$ cat src/rtl/ppr_pkg.sv
// Shared constants, list entry type and scan FSM state encoding for the
// PPR random-walk engine and its top-k scan stage.
package ppr_pkg;

  localparam int ADDR_WIDTH         = 13;
  localparam int DATA_WIDTH         = 32;
  localparam int NODE_WIDTH         = 16;
  localparam int NODE_NUM           = 100;
  localparam int SCORE_TABLE_OFFSET = 100;
  localparam int TOPK               = 8;   // legal range 1..32

  // Width of a valid-entry count (0..TOPK) and of a list index (0..TOPK-1).
  localparam int CNT_WIDTH = $clog2(TOPK + 1);
  localparam int IDX_WIDTH = (TOPK > 1) ? $clog2(TOPK) : 1;

  typedef struct packed {
    logic                  valid;
    logic [NODE_WIDTH-1:0] node;
    logic [DATA_WIDTH-1:0] score;
  } topk_entry_t;

  typedef enum logic [2:0] {
    ST_IDLE  = 3'd0,
    ST_SCAN  = 3'd1,
    ST_DRAIN = 3'd2,
    ST_EMIT  = 3'd3,
    ST_DONE  = 3'd4
  } scan_state_t;

endpackage

$ cat src/rtl/ppr_topk_scan_if.sv
// Score-table read port plus result stream of the top-k scan stage.
// master = scan block side, slave = BRAM / consumer side.
interface ppr_topk_scan_if;

  logic                            o_rd_en;
  logic [ppr_pkg::ADDR_WIDTH-1:0]  o_rd_addr;
  logic [ppr_pkg::DATA_WIDTH-1:0]  i_rd_data;

  logic                            o_res_valid;
  logic                            i_res_ready;
  logic [ppr_pkg::NODE_WIDTH-1:0]  o_res_node;
  logic [ppr_pkg::DATA_WIDTH-1:0]  o_res_score;
  logic                            o_res_last;

  modport master (
    output o_rd_en, o_rd_addr,
    input  i_rd_data,
    output o_res_valid, o_res_node, o_res_score, o_res_last,
    input  i_res_ready
  );

  modport slave (
    input  o_rd_en, o_rd_addr,
    output i_rd_data,
    input  o_res_valid, o_res_node, o_res_score, o_res_last,
    output i_res_ready
  );

endinterface

$ cat src/rtl/ppr_topk_insert.sv
// TOPK-deep sorted register list (highest score at index 0). One entry can
// be inserted per cycle with a parallel compare/shift; invalid slots always
// sit below valid ones, so the "displace" vector is a thermometer code.
module ppr_topk_insert
  import ppr_pkg::*;
(
  input  logic                  clk_i,
  input  logic                  rst_n_i,
  input  logic                  clr_i,
  input  logic                  ins_en_i,
  input  logic [NODE_WIDTH-1:0] ins_node_i,
  input  logic [DATA_WIDTH-1:0] ins_score_i,
  input  logic [IDX_WIDTH-1:0]  rd_idx_i,
  output topk_entry_t           rd_entry_o,
  output logic [CNT_WIDTH-1:0]  count_o
);

  topk_entry_t      list_q [TOPK];
  topk_entry_t      list_d [TOPK];
  topk_entry_t      new_entry;
  logic [TOPK-1:0]  displace;

  assign new_entry = '{valid: 1'b1, node: ins_node_i, score: ins_score_i};

  // Strictly-greater compare keeps an earlier equal-score node ahead.
  always_comb begin
    displace = '0;
    for (int j = 0; j < TOPK; j++) begin
      displace[j] = !list_q[j].valid || (ins_score_i > list_q[j].score);
    end
  end

  // Next list: first displaced slot takes the new entry, slots below shift down.
  always_comb begin
    for (int j = 0; j < TOPK; j++) begin
      list_d[j] = list_q[j];
    end
    if (clr_i) begin
      for (int j = 0; j < TOPK; j++) begin
        list_d[j] = '0;
      end
    end else if (ins_en_i) begin
      if (displace[0]) begin
        list_d[0] = new_entry;
      end
      for (int j = 1; j < TOPK; j++) begin
        if (displace[j]) begin
          list_d[j] = displace[j-1] ? list_q[j-1] : new_entry;
        end
      end
    end
  end

  // List registers.
  always_ff @(posedge clk_i or negedge rst_n_i) begin
    if (!rst_n_i) begin
      for (int j = 0; j < TOPK; j++) begin
        list_q[j] <= '0;
      end
    end else begin
      for (int j = 0; j < TOPK; j++) begin
        list_q[j] <= list_d[j];
      end
    end
  end

  // Number of valid entries.
  always_comb begin
    count_o = '0;
    for (int j = 0; j < TOPK; j++) begin
      if (list_q[j].valid) begin
        count_o = count_o + CNT_WIDTH'(1);
      end
    end
  end

  assign rd_entry_o = list_q[rd_idx_i];

endmodule

$ cat src/rtl/ppr_topk_scan.sv
// Scans the score table for nodes 1..NODE_NUM, keeps the TOPK best in a
// sorted list and streams them out highest first.
// Optional feature macro: PPR_TOPK_SKIP_ZERO_EN -- when defined, zero scores
// (unvisited nodes) are never inserted into the list.
//
// state    | meaning
// ---------+--------------------------------------------------------------
// IDLE     | waiting for i_start; clears list and loads node counter = 1
// SCAN     | one BRAM read per cycle; previous read's score is inserted
// DRAIN    | inserts the last returned score; skips EMIT if list is empty
// EMIT     | streams list entries 0..count-1 over valid/ready
// DONE     | one-cycle o_done pulse
module ppr_topk_scan
  import ppr_pkg::*;
(
  input  logic              i_clk,
  input  logic              i_rst_n,
  input  logic              i_start,
  output logic              o_busy,
  output logic              o_done,
  ppr_topk_scan_if.master   bus
);

  scan_state_t            state_q, state_d;
  logic [ADDR_WIDTH-1:0]  cnt_q, cnt_d;
  logic [IDX_WIDTH-1:0]   idx_q, idx_d;
  logic                   rd_vld_q;
  logic [NODE_WIDTH-1:0]  node_q;

  logic                   clr;
  logic                   ins_en;
  logic                   rd_en;
  logic [ADDR_WIDTH-1:0]  rd_addr;
  logic                   res_valid;
  logic                   res_last;
  topk_entry_t            cur_entry;
  logic [CNT_WIDTH-1:0]   count;

`ifdef PPR_TOPK_SKIP_ZERO_EN
  assign ins_en = rd_vld_q && (bus.i_rd_data != '0);
`else
  assign ins_en = rd_vld_q;
`endif

  ppr_topk_insert u_list (
    .clk_i       (i_clk),
    .rst_n_i     (i_rst_n),
    .clr_i       (clr),
    .ins_en_i    (ins_en),
    .ins_node_i  (node_q),
    .ins_score_i (bus.i_rd_data),
    .rd_idx_i    (idx_q),
    .rd_entry_o  (cur_entry),
    .count_o     (count)
  );

  assign res_last = res_valid && (CNT_WIDTH'(idx_q) == (count - CNT_WIDTH'(1)));

  // Next-state and per-state outputs.
  always_comb begin
    state_d   = state_q;
    cnt_d     = cnt_q;
    idx_d     = idx_q;
    clr       = 1'b0;
    o_busy    = 1'b0;
    o_done    = 1'b0;
    rd_en     = 1'b0;
    rd_addr   = '0;
    res_valid = 1'b0;
    case (state_q)
      ST_IDLE: begin
        if (i_start) begin
          clr     = 1'b1;
          cnt_d   = ADDR_WIDTH'(1);
          idx_d   = '0;
          state_d = ST_SCAN;
        end
      end
      ST_SCAN: begin
        o_busy  = 1'b1;
        rd_en   = 1'b1;
        rd_addr = cnt_q + ADDR_WIDTH'(SCORE_TABLE_OFFSET);
        cnt_d   = cnt_q + ADDR_WIDTH'(1);
        if (cnt_q == ADDR_WIDTH'(NODE_NUM)) begin
          state_d = ST_DRAIN;
        end
      end
      ST_DRAIN: begin
        o_busy = 1'b1;
        // The final insert lands this cycle, so emptiness must account for it.
        if ((count == '0) && !ins_en) begin
          state_d = ST_DONE;
        end else begin
          state_d = ST_EMIT;
        end
      end
      ST_EMIT: begin
        o_busy    = 1'b1;
        res_valid = 1'b1;
        if (bus.i_res_ready) begin
          if (res_last) begin
            state_d = ST_DONE;
          end else begin
            idx_d = idx_q + IDX_WIDTH'(1);
          end
        end
      end
      ST_DONE: begin
        o_done  = 1'b1;
        state_d = ST_IDLE;
      end
      default: state_d = ST_IDLE;
    endcase
  end

  // FSM, node counter and emit index registers.
  always_ff @(posedge i_clk or negedge i_rst_n) begin
    if (!i_rst_n) begin
      state_q <= ST_IDLE;
      cnt_q   <= '0;
      idx_q   <= '0;
    end else begin
      state_q <= state_d;
      cnt_q   <= cnt_d;
      idx_q   <= idx_d;
    end
  end

  // Tag each read with its node id so the score can be inserted next cycle.
  always_ff @(posedge i_clk or negedge i_rst_n) begin
    if (!i_rst_n) begin
      rd_vld_q <= 1'b0;
      node_q   <= '0;
    end else begin
      rd_vld_q <= rd_en;
      if (rd_en) begin
        node_q <= NODE_WIDTH'(cnt_q);
      end
    end
  end

  assign bus.o_rd_en     = rd_en;
  assign bus.o_rd_addr   = rd_addr;
  assign bus.o_res_valid = res_valid;
  assign bus.o_res_node  = res_valid ? cur_entry.node  : '0;
  assign bus.o_res_score = res_valid ? cur_entry.score : '0;
  assign bus.o_res_last  = res_last;

endmodule

$ cat src/flat_wrapper.sv
// flat-port wrapper written by rule: the top's interface ports become plain ports
module ppr_topk_scan_flat import ppr_pkg::*;
  (i_clk, i_rst_n, i_start, o_busy, o_done, bus_o_rd_en, bus_o_rd_addr, bus_i_rd_data, bus_o_res_valid, bus_o_res_node, bus_o_res_score, bus_o_res_last, bus_i_res_ready);
  ppr_topk_scan_if bus_i ();
  input  logic i_clk;
  input  logic i_rst_n;
  input  logic i_start;
  output logic o_busy;
  output logic o_done;
  output wire logic [$bits(bus_i.o_rd_en)-1:0] bus_o_rd_en;
  output wire logic [$bits(bus_i.o_rd_addr)-1:0] bus_o_rd_addr;
  input wire logic [$bits(bus_i.i_rd_data)-1:0] bus_i_rd_data;
  output wire logic [$bits(bus_i.o_res_valid)-1:0] bus_o_res_valid;
  output wire logic [$bits(bus_i.o_res_node)-1:0] bus_o_res_node;
  output wire logic [$bits(bus_i.o_res_score)-1:0] bus_o_res_score;
  output wire logic [$bits(bus_i.o_res_last)-1:0] bus_o_res_last;
  input wire logic [$bits(bus_i.i_res_ready)-1:0] bus_i_res_ready;
  assign bus_o_rd_en = bus_i.o_rd_en;
  assign bus_o_rd_addr = bus_i.o_rd_addr;
  assign bus_i.i_rd_data = bus_i_rd_data;
  assign bus_o_res_valid = bus_i.o_res_valid;
  assign bus_o_res_node = bus_i.o_res_node;
  assign bus_o_res_score = bus_i.o_res_score;
  assign bus_o_res_last = bus_i.o_res_last;
  assign bus_i.i_res_ready = bus_i_res_ready;
  ppr_topk_scan u_core (.i_clk(i_clk), .i_rst_n(i_rst_n), .i_start(i_start), .o_busy(o_busy), .o_done(o_done), .bus(bus_i));
endmodule
$ cat config.mk
export PLATFORM = sky130hd
export DESIGN_NAME = ppr_topk_scan_flat
export DESIGN_NICKNAME = d
export VERILOG_FILES = /design/src/rtl/ppr_pkg.sv /design/src/rtl/ppr_topk_scan_if.sv /design/src/rtl/ppr_topk_insert.sv /design/src/rtl/ppr_topk_scan.sv /design/src/flat_wrapper.sv
export SDC_FILE = /design/constraint.sdc
export NUM_CORES = 1
export LEC_CHECK = 0
export ABC_AREA = 1
export ABC_CLOCK_PERIOD_IN_PS = 5320
export BUFFER_PORTS_ARGS = -buffer_cell sky130_fd_sc_hd__buf_2
export CAP_MARGIN = 20
export CORE_AREA = 2 2 258 260
export DETAILED_ROUTE_END_ITERATION = 8
export DIE_AREA = 0 0 260 262
export GPL_ROUTABILITY_DRIVEN = 0
export PLACE_DENSITY = 0.66
export SLEW_MARGIN = 20
export SYNTH_ARGS = -nofsm -noshare
export SYNTH_HDL_FRONTEND = slang
export SYNTH_HIERARCHICAL = 1
export SYNTH_SLANG_ARGS = --single-unit
$ cat constraint.sdc
create_clock -name i_clk -period 5.32 [get_ports i_clk]
set_input_delay 0.532 -clock i_clk [delete_from_list [all_inputs] [get_ports i_clk]]
set_output_delay 0.532 -clock i_clk [all_outputs]
set_load 0.02 [all_outputs]
==> results.cfg <==
[outcome]
outcome = finished, final reports clean

[worst_setup_path]
path_class = flip-flop to output pin
startpoint_type = flip-flop
crit_slowest_cell = dfrtp_2
arrival_ps = 4440
crit_top_cell = nand2_1
rrSetupSlack_ps = 1170
required_ps = 4790
critical_path.endpoint_type = output pin
path_max_fanout = 23
critical-path-max-stage-delay_ps = 420

[floorplan]
placementRows = 94
core_um2 = 65300
initial_core_util_pct = 49.5
die_area_um2 = 68100
ios = 102
die_x_um = 260
die_h_um = 262

[clock_tree]
cts_tree = yes
path_clk_slew_ps = 60
cts_buffers = 51
cts_buffer_depth = 3
cts.root.buffer_cell = clkbuf_16
post_cts_buffers = 0
htreeDepth = 2
clk_latency_ps = 630
cts_sinks = 425

[placed_design]
numPortBuffers = 101
pre_cts_slack_ps = 882
dpl.hpwl_um = 70200

[global_routing]
antenna_found_initial = 1
grt_max_degree = 114
gr-usage-all-layers_pct = 33.2
gr-total-overflow = 0
grt_pass1_wl_um = 177000
grt_pass1_vias = 30600

[routing]
drc_errors = 0
drt_pass1_iterations = 6
antenna_left = 0
via_per_inst = 5.64
routed-via-count = 32600
wl_per_cell_um = 19.6
drtIter0Drc = 3222
wl_um = 113000

[run]
cap_violations = 0

[cells_and_area]
layout-drive-gt1-share_pct = 6.40
antenna_cells = 0
syn_to_final_growth_pct = 7.72
fin_util_pct = 53.3
final_nets = 5189

[timing]
max_freq_mhz = 201
setup_viol = 0
slew_violations = 0
worst_pin_slew_ps = 1120
min_period_ps = 4970
setup_tns_ps = 0
slew_headroom_pct = 24.9
finalWorstSetupSlack_ps = 348
grt_setup_unrepaired = false
fin_skew_ps = 27.9
fin_crit_sh_pct = 93.5
final_hold_viol_count = 0

[power]
power.density_nw_per_um2 = 508
power_leakage_nw = 18.4
vdd_ir_drop_max_mv = 0.418

[synth]
syn_area_per_cell_um2 = 6.47
ys_warn_count = 6
netlist_area_um2 = 32300
synthCells = 4994

[worst_hold_path]
hp-class = primary input to flip-flop
-- worst paths after layout --
path,from,end,cells after the start
setup / recovery,u_core/u_list/list_q[342],bus_o_res_last,25
hold / removal,bus_i_rd_data[0],u_core/u_list/list_q[343],3
setup reg to reg,u_core/u_list/list_q[342],u_core/idx_q[1],28
hold reg to reg,u_core/u_list/list_q[2],u_core/u_list/list_q[2],2
max in group asynchronous,i_rst_n,u_core/u_list/list_q[298],3
min in group asynchronous,i_rst_n,u_core/u_list/list_q[205],2
-- critical path: cells and delay by family, from the launching register on --
kind	cells	cell delay (ps)
fa+ha+maj	5	1410
simple gates	14	1240
flops	1	420
buf+inv	3	400
compound gates	2	210
xor+xnor	1	120
-- registers in the layout, summed over array words and instances, names as in the netlist --
signal                count
u_core/cnt_q             13
u_core/idx_q              3
u_core/ins_en             1
u_core/node_q            13
u_core/state_q            3
u_core/u_list/list_q    392
-- cell usage in the layout, fill, tap and decap left out, types with 23 or more instances in the layout --
cell	instances
o22ai_1	23
buf_2	99
ha_1	269
clkbuf_16	52
nand3_1	405
a221oi_1	31
nand2_2	23
a31oi_1	51
dfrtp_1	416
nand2_1	2176
nor2_1	243
a21oi_1	239
o21ai_0	269
inv_1	397
buf_4	51
-- what timing repair did --
action / CTS / global route
hold endpoints to repair: 81 / 0
hold buffers: 1 / 0
setup endpoints to repair: 0 / 1
resized for setup: 0 / 10
-- layout make-up --
cell class	instances	area, um2
Clock buffer	75	1520
Clock inverter	15	170
Fill cell	6591	30500
Inverter	406	1530
Multi-Input combinational cell	3834	18700
Sequential cell	425	10600
Tap cell	864	1080
Timing Repair Buffer	165	1160
-- metrics by stage --
stage	cells	hold slack, ps	power [mW]	area [um2]
after CTS	5784	255	17.5	34800
after detailed placement	5693	465	13.9	33100
after global placement	5693	463	13.7	33100
after floorplan	4996	236	10.9	32300
after global routing	5784	327	18.9	34800
final	5784	285	17.7	34800
-- routing by layer --
metal,vias to the layer above,share of wire [%],track usage (%)
li1,15700,-,-
met2,1375,46,54.2
met1,15200,42,44.3
met5,-,0.0097,0
met3,266,8.3,4.63
met4,2,4.2,14.2
-- where the power goes --
| group | switching, mW | leakage [nW] | total [mW] | internal (mW) |
|---|---|---|---|---|
| combinational | 6.68 | 11.8 | 9.25 | 2.57 |
| sequential | 0.811 | 5.80 | 4.81 | 4.00 |
| clock | 1.52 | 0.831 | 3.63 | 2.11 |
No activity file was read; power rests on OpenSTA's default activity.
